**config.mk**
```make
export PLATFORM = sky130hd
export DESIGN_NAME = multicycle_adder
export DESIGN_NICKNAME = d
export VERILOG_FILES = /design/src/rtl/multicycle_adder.sv
export SDC_FILE = /design/constraint.sdc
export NUM_CORES = 1
export LEC_CHECK = 0
export ABC_AREA = 1
export CORE_MARGIN = 10
export CORE_UTILIZATION = 42
export CTS_CLUSTER_DIAMETER = 150
export DETAILED_ROUTE_END_ITERATION = 10
export PLACE_DENSITY = 0.71
export SLEW_MARGIN = 20
export SYNTH_ARGS = -nofsm -noshare
export SYNTH_HDL_FRONTEND = slang
export SYNTH_SLANG_ARGS = --single-unit
```
**constraint.sdc**
```tcl
create_clock -name clk -period 3.1 [get_ports clk]
set_input_delay 0.775 -clock clk [delete_from_list [all_inputs] [get_ports clk]]
set_output_delay 0.775 -clock clk [all_outputs]
set_load 0.005 [all_outputs]
```
**src/rtl/multicycle_adder.sv**
```systemverilog
// Chunk-serial adder/subtractor: one CHUNK-bit add per RUN cycle, with the result held in DONE until it is consumed.
// State table:  IDLE | waiting for operands (in_ready=1)
//               RUN  | adding chunk r_k, low chunk first
//               DONE | result valid, held until out_ready
module multicycle_adder #(
    parameter int WIDTH = 16,
    parameter int CHUNK = 4
) (
    input  logic             clk,
    input  logic             rst_n,
    input  logic             in_valid,
    output logic             in_ready,
    input  logic [WIDTH-1:0] a,
    input  logic [WIDTH-1:0] b,
    input  logic             cin,
    input  logic             sub,
    output logic             out_valid,
    input  logic             out_ready,
    output logic [WIDTH-1:0] sum,
    output logic             cout,
    output logic             ovf
);

    localparam int NCH = WIDTH / CHUNK;
    localparam int KW  = (NCH > 1) ? $clog2(NCH) : 1;
    localparam logic [KW-1:0] K_LAST = KW'(NCH - 1);

    typedef enum logic [1:0] {
        S_IDLE = 2'd0,
        S_RUN  = 2'd1,
        S_DONE = 2'd2
    } state_t;

    state_t           r_state;
    state_t           w_next;
    logic [KW-1:0]    r_k;
    logic [WIDTH-1:0] r_a;
    logic [WIDTH-1:0] r_b;
    logic [WIDTH-1:0] r_sum;
    logic             r_carry;
    logic             r_cout;
    logic             r_ovf;

    logic [CHUNK:0]   w_chunk;
    logic             w_last;
    logic             w_msb_cin;

    // r_b already holds the effective operand, so subtract is just an add here
    assign w_chunk = {1'b0, r_a[int'(r_k)*CHUNK +: CHUNK]}
                   + {1'b0, r_b[int'(r_k)*CHUNK +: CHUNK]}
                   + {{CHUNK{1'b0}}, r_carry};
    assign w_last    = (r_k == K_LAST);
    // carry into the MSB recovered from the MSB's own sum bit
    assign w_msb_cin = r_a[WIDTH-1] ^ r_b[WIDTH-1] ^ w_chunk[CHUNK-1];

    always_ff @(posedge clk) begin
        if (!rst_n) begin
            r_state <= S_IDLE;
        end else begin
            r_state <= w_next;
        end
    end

    always_comb begin
        w_next    = r_state;
        in_ready  = 1'b0;
        out_valid = 1'b0;
        case (r_state)
            S_IDLE: begin
                in_ready = 1'b1;
                if (in_valid) w_next = S_RUN;
            end
            S_RUN: begin
                if (w_last) w_next = S_DONE;
            end
            S_DONE: begin
                out_valid = 1'b1;
                if (out_ready) w_next = S_IDLE;
            end
            default: w_next = S_IDLE;
        endcase
    end

    always_ff @(posedge clk) begin
        if (!rst_n) begin
            r_k     <= '0;
            r_a     <= '0;
            r_b     <= '0;
            r_sum   <= '0;
            r_carry <= 1'b0;
            r_cout  <= 1'b0;
            r_ovf   <= 1'b0;
        end else begin
            case (r_state)
                S_IDLE: begin
                    if (in_valid) begin
                        r_a     <= a;
                        r_b     <= sub ? ~b : b;
                        r_carry <= sub ? 1'b1 : cin;
                        r_k     <= '0;
                    end
                end
                S_RUN: begin
                    r_sum[int'(r_k)*CHUNK +: CHUNK] <= w_chunk[CHUNK-1:0];
                    r_carry <= w_chunk[CHUNK];
                    r_k     <= r_k + KW'(1);
                    if (w_last) begin
                        r_cout <= w_chunk[CHUNK];
                        r_ovf  <= w_msb_cin ^ w_chunk[CHUNK];
                    end
                end
                default: ;
            endcase
        end
    end

    assign sum  = r_sum;
    assign cout = r_cout;
    assign ovf  = r_ovf;

endmodule

```
======== Word-level counts from Yosys, hierarchy flattened ========
Cells that the tools add are included.
word-level totals
  flip-flop bits (word level) ............. 55
  input port bits ......................... 38
  output and inout port bits .............. 20
  logic and storage cells ................. 45
operators by class
  add/subtract/negate cells ............... 4
  equal/unequal tests ..................... 6
  shifts and indexed selects .............. 4
  mux-type cells .......................... 13
  bitwise gates (word level) .............. 4
  reductions and logical operators ........ 6
operators with widths
  operator                                                                 number
  4-bit negator with 33-bit output                                         1
  4-bit by 33-bit variable shift with 16-bit output, first input constant  1
  4-bit by 33-bit indexed part select with 16-bit output                   1
  16-bit by 5-bit indexed part select with 4-bit output                    2
  16-bit bitwise mux                                                       1
  16-bit 2-to-1 mux                                                        1
  16-bit inverter                                                          1
  2-bit 2-to-1 mux                                                         4
  2-bit != test, second input constant                                     3
  2-bit case mux with 3 select lines                                       1
  2-bit AND reduction                                                      3
  4-bit by 4-bit adder with 5-bit output                                   1
  5-bit by 1-bit adder with 5-bit output                                   1
  2-bit == test, second input constant                                     2
  1-bit 2-to-1 mux                                                         4
  2-bit case mux with 2 select lines                                       1
  3-bit AND reduction                                                      1
  1-bit XOR                                                                3
  2-bit by 1-bit adder with 2-bit output, second input constant            1
  2-bit by 1-bit == test with 1-bit output, second input constant          1
  2-bit logical NOT                                                        1
  1-bit case mux with 2 select lines                                       1
  2-bit nonzero test                                                       1

======== Logic depth before layout (Yosys ltp) ========
Gate-level depths: netlist (run 1).
  depth in word-level cells ............... 5
  depth in mapped cells ................... 13

======== Least setup slack after synthesis (run 1) ========
No wires, ideal clock.
  path type ............................... register to register
  start ................................... register r_k[1]
  end ..................................... register r_ovf, in the netlist ovf
  library setup time ...................... 0.071 ns
  arrival ................................. 2.300 ns
  slack ................................... 0.730 ns
  cell stages (with the launch flop) ...... 14
  buffers on the path ..................... 1
  clock period less this slack ............ 2.370 ns
  cell sequence ........................... dfxtp_1 > clkbuf_1 > inv_1 > o21ai_0 > o22ai_1 > fa_1 > fa_1 > nand3_1 > nand2_1 > nand2_1 > nand2_1 > nand2_1 > nand3_1 > a21oi_1
on the way
  cells in the longest elaborated chain, start to end .. 5
  elaborated cells on any way between the ends .. 8
  classes of those cells .................. add/sub: 2; eq/ne: 1; shift: 2; bitwise: 2; reduce/logical: 1
RTL lines
  element                                                                          line    RTL
  start, declared                                                                  36      logic [KW-1:0] r_k;
  start signal, assigned                                                           106     r_k <= r_k + KW'(1);
  16-bit by 5-bit indexed part select with 4-bit output, on equally long branches  49, 50
  4-bit by 4-bit adder with 5-bit output                                           50      + {1'b0, r_b[int'(r_k)*CHUNK +: CHUNK]}
  5-bit by 1-bit adder with 5-bit output                                           51      + {{CHUNK{1'b0}}, r_carry};
  1-bit XOR                                                                        54      assign w_msb_cin = r_a[WIDTH-1] ^ r_b[WIDTH-1] ^ w_chunk[CHUNK-1];
  1-bit XOR                                                                        109     r_ovf <= w_msb_cin ^ w_chunk[CHUNK];
  end signal, assigned                                                             109
  end, declared                                                                    42      logic r_ovf;
Parallel ways exist; a longest one is shown, timed or not.
A chain may end at the register's enable or synchronous reset.

======== Final worst setup path (run 1) ========
  start ................................... register r_k[1]
  end ..................................... register r_sum[6], in the netlist sum[6]
on the way
  cells in the longest elaborated chain, start to end .. 5
  elaborated cells on any way between the ends .. 8
  classes of those cells .................. add/sub: 3; shift: 4; mux: 1
RTL lines
  element                                                                          line    RTL
  16-bit by 5-bit indexed part select with 4-bit output, on equally long branches  49, 50
  4-bit by 4-bit adder with 5-bit output                                           50
  5-bit by 1-bit adder with 5-bit output                                           51
  4-bit by 33-bit indexed part select with 16-bit output                           104     r_sum[int'(r_k)*CHUNK +: CHUNK] <= w_chunk[CHUNK-1:0];
  16-bit bitwise mux *                                                             104
  end signal, assigned by index                                                    104
  end, declared                                                                    39      logic [WIDTH-1:0] r_sum;
Every way passes the cells marked *; elsewhere a longest branch is shown, timed or not.

==> results of run 1 <==
==> cells in the final DEF (no fill, tap or decap), types with 5 or more instances in the layout <==
| master | instances |
|---|---|
| sky130_fd_sc_hd__o22ai_1 | 8 |
| sky130_fd_sc_hd__ha_1 | 9 |
| sky130_fd_sc_hd__xnor2_1 | 15 |
| sky130_fd_sc_hd__clkdlybuf4s50_1 | 57 |
| sky130_fd_sc_hd__nor2_1 | 74 |
| sky130_fd_sc_hd__inv_1 | 16 |
| sky130_fd_sc_hd__nand2_1 | 50 |
| sky130_fd_sc_hd__a211oi_1 | 16 |
| sky130_fd_sc_hd__o21ai_0 | 35 |
| sky130_fd_sc_hd__nand3_1 | 13 |
| sky130_fd_sc_hd__clkbuf_8 | 5 |
| sky130_fd_sc_hd__buf_4 | 6 |
| sky130_fd_sc_hd__dfxtp_1 | 55 |
| sky130_fd_sc_hd__a21oi_1 | 20 |
==> layout make-up <==
class | count | area (um2)
Clock buffer | 7 | 76.32
Fill cell | 601 | 2910
Clock inverter | 1 | 5.005
Inverter | 18 | 67.56
Sequential cell | 55 | 1101
Multi-Input combinational cell | 258 | 1405
Timing Repair Buffer | 63 | 615.6
Tap cell | 77 | 96.34
==> worst max path at each step <==
| stage | cells after the start | start | end | slack, ns |
|---|---|---|---|---|
| 5_1_grt | 10 | r_k[1] | sum[14] | 0.14 |
| 6_report | 10 | r_k[1] | sum[6] | 0.41 |
| 4_1_cts | 10 | r_k[1] | sum[6] | 0.43 |
| 2_1_floorplan | 13 | r_k[1] | ovf | 0.73 |
| 3_3_place_gp | 12 | r_k[1] | ovf | 0.61 |
| 3_5_place_dp | 10 | r_k[1] | sum[6] | 0.48 |
==> worst min-delay path, delay by kind of cell, from the launching register on <==
kind,cells,cell delay (ns)
compound gates,1,0.05
simple gates,1,0.06
flops,1,0.32
==> power by group <==
group	switching [uW]	total [uW]	internal (uW)
Clock	218	377	159
Combinational	221	389	168
Sequential	28.9	782	753
==> routing by layer <==
metal | track usage | vias to the layer above
met2 | 0.2101 | 54
met1 | 0.1597 | 1103
met3 | 0.03022 | 6
met5 | 0 | -
met4 | 0.04520 | 0
li1 | - | 1261
==> registers in the layout, indices dropped and copies added, names as in the netlist <==
register and flops:
r_carry 1, r_b 16, r_state 2, sum 16, r_k 2, r_a 16
ovf 1, cout 1
==> per-stage QoR <==
stage	instance area, um2	total power [uW]
floorplan	2674	1058
global placement	3286	1178
detailed placement	3286	1184
CTS	3367	1552
global route	3367	1643
finish	3367	1548
==> cells by family after synthesis <==
group,Yosys count,share of synthesized area
adders and majority gates,11,0.05709
DFF,55,0.4118
AOI/OAI and AO/OA,85,0.1825
buffers and inverters,37,0.06271
xor gates and xnor gates,17,0.05569
and+or+nand+nor,145,0.2302
==> load_flow_metrics.sql, run 1 <==
INSERT INTO impl_metrics (metric_group, metric, value, unit) VALUES
('worst_setup_path', 'cp_num_buf_inv', '1', ''),
('sta', 'fin_crit', '2.690', 'ns'),
('logic_synthesis', 'ys_dominant_reg_cell', 'sky130_fd_sc_hd__dfxtp_1', ''),
('drt', 'routed_wl', '6.389', 'mm'),
('min_path', 'hold_path_depth', '2', ''),
('clocking', 'h-tree-depth', '2', ''),
('floorplan', 'io_pins', '58', ''),
('final_layout', 'final-instance-count-excl-fill', '479', ''),
('sta', 'timing.final.crit_share', '0.8676', ''),
('placement', 'gpl.final_weighted_congestion', '0.9088', ''),
('worst_setup_path', 'crit-reg2reg-launch', 'r_k[1]', ''),
('logic_synthesis', 'yosys-top-cells-count', 'sky130_fd_sc_hd__nor2_1, sky130_fd_sc_hd__dfxtp_1, sky130_fd_sc_hd__nand2_1, sky130_fd_sc_hd__o21ai_0, sky130_fd_sc_hd__a21oi_1', ''),
('drt', 'wire_per_inst', '13.34', 'um'),
('clocking', 'cts_tree', 'yes', ''),
('placement', 'dp_cells', '471', ''),
('final_layout', 'n_antenna_cell', '0', ''),
('clocking', 'worst_skew_pair.late_latency', '0.30', 'ns'),
('drt', 'drtIter0Drc', '162', ''),
('sta', 'setup-tns-final', '0', 'ns'),
('min_path', 'hold-path-endpoint', 'sum[13]', ''),
('final_layout', 'finalCoreUtilization', '0.5364', ''),
('sta', 'final-max-slew-violation-count', '0', ''),
('clocking', 'post-cts-setup-buffers', '0', ''),
('grt', 'grt_usage', '0.1280', ''),
('placement', 'pre_cts_ws', '0.4814', 'ns'),
('power_and_ir_drop', 'vdd.ir_drop.worst', '0.0002406', 'V'),
('floorplan', 'die_x', '99.79', 'um'),
('placement', 'number_of_port_buffers', '57', ''),
('clocking', 'post_cts_resized', '0', ''),
('clocking', 'cts.sink_count', '55', ''),
('drt', 'route.met3.wl', '387', 'um'),
('grt', 'initial_antenna_violation_count', '0', ''),
('sta', 'max_slew.worst_pin.slew', '0.5953', 'ns'),
('drt', 'via_per_inst', '5.061', ''),
('logic_synthesis', 'yosys.cell_count.top_type', 'sky130_fd_sc_hd__nor2_1', ''),
('drt', 'antenna_left', '0', ''),
('floorplan', 'placementRows', '29', ''),
('logic_synthesis', 'synth_nets', '399', ''),
('sta', 'achievable-frequency', '371.8', 'MHz'),
('logic_synthesis', 'ys_warn_count', '0', ''),
('sta', 'final_hold_viol_count', '0', ''),
('outcome', 'outcome', 'finished clean', ''),
('sta', 'finalSetupViolations', '0', ''),
('power_and_ir_drop', 'p_per_area', '459.8', 'nW/um2'),
('drt', 'drc', '0', ''),
('worst_setup_path', 'timing.critical_path.required', '3.34', 'ns'),
('logic_synthesis', 'synth_top_cell_by_area', 'sky130_fd_sc_hd__dfxtp_1', ''),
('logic_synthesis', 'synth.top_cells.by_area', 'sky130_fd_sc_hd__dfxtp_1, sky130_fd_sc_hd__nor2_1, sky130_fd_sc_hd__nand2_1', ''),
('worst_setup_path', 'crit_family', 'adder cells', ''),
('logic_synthesis', 'async_set_or_reset_flop_fraction_in_the_synthesized_netlist', '0', ''),
('worst_setup_path', 'timing.rr.end', 'sum[6]', ''),
('min_path', 'worst_hold_startpoint', 'sum[13]', ''),
('drt', 'detailroute.via_count', '2424', ''),
('worst_setup_path', 'setup.worst_path.class', 'flop to flop', ''),
('placement', 'dpl.hpwl', '4.842', 'mm'),
('drt', 'detail_route.first_pass.iterations', '4', ''),
('clocking', 'clockBufferDepth', '2', ''),
('grt', 'grt_max_degree', '38', ''),
('logic_synthesis', 'distinct_cell_type_count_of_the_synthesized_netlist', '26', ''),
('sta', 'slew-limit-headroom', '0.6026', ''),
('logic_synthesis', 'ys_ff_latch', '55', ''),
('logic_synthesis', 'synth_cells', '350', ''),
('worst_setup_path', 'worstRegToRegCells', '10', ''),
('min_path', 'hold_class', 'flop to flop', ''),
('worst_setup_path', 'slowest_delay', '0.55', 'ns'),
('drt', 'top_layer_used', 'met4', ''),
('clocking', 'clkSlewWorstSetupHoldPaths', '0.09', 'ns'),
('grt', 'overflow', '0', ''),
('logic_synthesis', 'synthesis.area', '2674', 'um2'),
('floorplan', 'initial_core_util', '0.4260', ''),
('final_layout', 'finalNetCount', '450', '');
Note: power is estimated with default switching activity, not from simulation.
==> inputs of run 2 (changes only) <==
--- a/config.mk
+++ b/config.mk
@@ -6,10 +6,11 @@
 export NUM_CORES = 1
 export LEC_CHECK = 0
 export ABC_AREA = 1
-export CORE_MARGIN = 10
+export CORE_MARGIN = 2
 export CORE_UTILIZATION = 42
 export CTS_CLUSTER_DIAMETER = 150
 export DETAILED_ROUTE_END_ITERATION = 10
+export GPL_TIMING_DRIVEN = 0
 export PLACE_DENSITY = 0.71
 export SLEW_MARGIN = 20
 export SYNTH_ARGS = -nofsm -noshare
==> run 2 against run 1 <==
Net effect: routed wire length decreased by 2.1%; sequential power about the same; hold slack got worse by 0.0012 ns; largest power group unchanged; critical endpoint unchanged; clock skew about the same.
==> load_flow_metrics.sql, run 2 (synthesis gave the netlist of run 1 again) <==
INSERT INTO impl_metrics (metric_group, metric, value, unit) VALUES
('clocking', 'clkSlewWorstSetupHoldPaths', '0.09', 'ns'),
('worst_setup_path', 'slowest_delay', '0.43', 'ns'),
('drt', 'wire_per_inst', '12.76', 'um'),
('floorplan', 'initial_core_util', '0.4284', ''),
('drt', 'detail_route.first_pass.iterations', '4', ''),
('sta', 'finalSetupViolations', '0', ''),
('final_layout', 'layout_commonest_cell', 'sky130_fd_sc_hd__nor2_1', ''),
('placement', 'number_of_port_buffers', '55', ''),
('min_path', 'worst_hold_startpoint', 'sum[9]', ''),
('final_layout', 'finalCoreUtilization', '0.5537', ''),
('worst_setup_path', 'crit_path_max_fanout', '10', ''),
('clocking', 'worst_skew_pair.late_latency', '0.31', 'ns'),
('power_and_ir_drop', 'share_comb_of_total_power', '0.233', ''),
('worst_setup_path', 'arrival', '3.10', 'ns'),
('power_and_ir_drop', 'vdd.ir_drop.worst', '0.0002610', 'V'),
('worst_setup_path', 'timing.critical_path.required', '3.35', 'ns'),
('worst_setup_path', 'crit_slowest_cell', 'sky130_fd_sc_hd__dfxtp_1', ''),
('worst_setup_path', 'setup.worst_path.class', 'flop to flop', ''),
('sta', 'final-max-slew-violation-count', '0', ''),
('drt', 'detailroute.via_count', '2465', ''),
('power_and_ir_drop', 'finalPower', '1736', 'uW'),
('floorplan', 'core-area', '6241', 'um2'),
('final_layout', 'fillers', '612', ''),
('power_and_ir_drop', 'pwr-share-clk', '0.318', ''),
('power_and_ir_drop', 'sw_frac_of_total', '0.2814', ''),
('placement', 'pre_cts_ws', '0.1309', 'ns'),
('sta', 'worst_clock_skew', '0.006787', 'ns'),
('min_path', 'hold_class', 'flop to flop', ''),
('sta', 'setup_slack', '0.2466', 'ns'),
('clocking', 'cts.hold.buffers_added', '0', ''),
('drt', 'via_per_inst', '5.031', ''),
('power_and_ir_drop', 'power.net_switching', '488.4', 'uW'),
('floorplan', 'die-area', '7021', 'um2'),
('placement', 'dpl.hpwl', '4.679', 'mm'),
('final_layout', 'n_antenna_cell', '0', ''),
('drt', 'drtIter0Drc', '162', ''),
('final_layout', 'syn_to_final_growth', '29.25', '%'),
('worst_setup_path', 'cp-startpoint', 'r_k[0]', ''),
('floorplan', 'io_pins', '58', ''),
('grt', 'grt_pass1_wl', '10.69', 'mm'),
('grt', 'grt_usage', '0.1832', ''),
('placement', 'post_dp_cell_area', '3321', 'um2'),
('clocking', 'clockBufferDepth', '2', ''),
('clocking', 'cts_tree', 'yes', ''),
('final_layout', 'final_layout_size_suffix_gt1_frac', '0.07022', ''),
('grt', 'grt_max_degree', '17', ''),
('power_and_ir_drop', 'p_int', '1247', 'uW'),
('floorplan', 'die_h', '83.79', 'um'),
('clocking', 'cts_root_buffer', 'sky130_fd_sc_hd__clkbuf_8', ''),
('drt', 'drc', '0', ''),
('worst_setup_path', 'critical_path.startpoint_type', 'flop', ''),
('sta', 'max_slew.worst_pin.slew', '0.5281', 'ns'),
('grt', 'overflow', '0', ''),
('drt', 'antenna_left', '0', ''),
('final_layout', 'most-common-layout-cells', 'sky130_fd_sc_hd__nor2_1, sky130_fd_sc_hd__dfxtp_1, sky130_fd_sc_hd__clkdlybuf4s50_1', ''),
('job', 'maxCapViolations', '0', ''),
('sta', 'achievable-frequency', '350.5', 'MHz'),
('sta', 'final_hold_viol_count', '0', ''),
('clocking', 'post_cts_resized', '0', ''),
('worst_setup_path', 'cp-end-kind', 'flop', ''),
('placement', 'gpl.final_weighted_congestion', '0.8293', ''),
('power_and_ir_drop', 'power.leakage', '0.001364', 'uW'),
('power_and_ir_drop', 'pwr-share-seq', '0.450', ''),
('sta', 'slew-limit-headroom', '0.6479', ''),
('clocking', 'cts-buffers-inserted', '5', ''),
('floorplan', 'placementRows', '29', ''),
('final_layout', 'finalNetCount', '461', ''),
('worst_setup_path', 'crit-reg2reg-launch', 'r_k[0]', ''),
('outcome', 'outcome', 'finished clean', ''),
('grt', 'first_global_vias', '2365', ''),
('sta', 'fin_crit', '2.853', 'ns'),
('drt', 'routed_wl', '6.253', 'mm'),
('final_layout', 'finish.instance_area', '3456', 'um2'),
('worst_setup_path', 'critical_path.cell_chain', 'inv_1, clkbuf_1, o21ai_0, o22ai_1, fa_1, fa_1, xor2_1, nand2_1, nor2_1, a22oi_1, nor2_1', ''),
('clocking', 'post-cts-setup-buffers', '0', ''),
('floorplan', 'die_x', '83.79', 'um'),
('sta', 'timing.final.crit_share', '0.9205', ''),
('grt', 'initial_antenna_violation_count', '0', ''),
('clocking', 'cts.sink_count', '55', ''),
('clocking', 'h-tree-depth', '2', ''),
('power_and_ir_drop', 'p_per_area', '502.2', 'nW/um2');
==> run 2: cell count changes in the layout (fill, tap and decap cells not counted), sizes merged <==
cell / delta
clkbuf: +7
buf: +5
bufinv: +2
clkdlybuf4s50: -2
clkinv: -1
==> run 2: final cells by class <==
class	count	area (um2)	share of cell area
clock inverters	2	60.06	0.01738
flip-flops and latches	55	1101	0.3186
inverters	18	67.56	0.01955
plain buffers	19	102.6	0.02969
multi-input cells	258	1405	0.4066
clock buffers	6	72.57	0.02100
well taps	77	96.34	0.02788
repair buffers	55	550.5	0.1593
==> run 2: layer usage <==
layer | up-vias | global-route usage | share of wire
met3 | 10 | 0.02374 | 0.049
met5 | - | 0 | 0
met2 | 71 | 0.3142 | 0.48
met4 | 0 | 0.05425 | 0.016
met1 | 1107 | 0.2410 | 0.46
li1 | 1277 | - | -
==> run 2: path summary, 6_finish.rpt <==
kind         slack, ns      to  cells past startpoint
min               0.47  sum[9]                      2
max               0.25  sum[6]                     11
min reg2reg       0.47  sum[9]                      2
max reg2reg       0.25  sum[6]                     11
==> run 2: power by group through the flow <==
stage	clock, uW	sequential (uW)	combinational [uW]
2_1_floorplan	0	788	269
3_3_place_gp	0	795	392
3_5_place_dp	0	796	401
4_1_cts	561	780	403
5_1_grt	594	786	453
6_report	551	781	404
==> run 2: metrics by stage <==
stage          hold slack, ns    TNS, ns  cells
4_1_cts                0.4674          0    490
5_1_grt                0.4827  -0.003878    490
3_5_place_dp           0.4535          0    482
3_3_place_gp           0.4528          0    482
6_report               0.4651          0    490
2_1_floorplan          0.4599          0    350
==> run 2: critical path: cells and delay by family, from the launching register on <==
family,cells,cell delay [ns]
compound gates,3,0.47
xor+xnor,1,0.32
fa+ha+maj,2,0.85
buf+inv,2,0.37
flops,1,0.43
simple gates,3,0.35
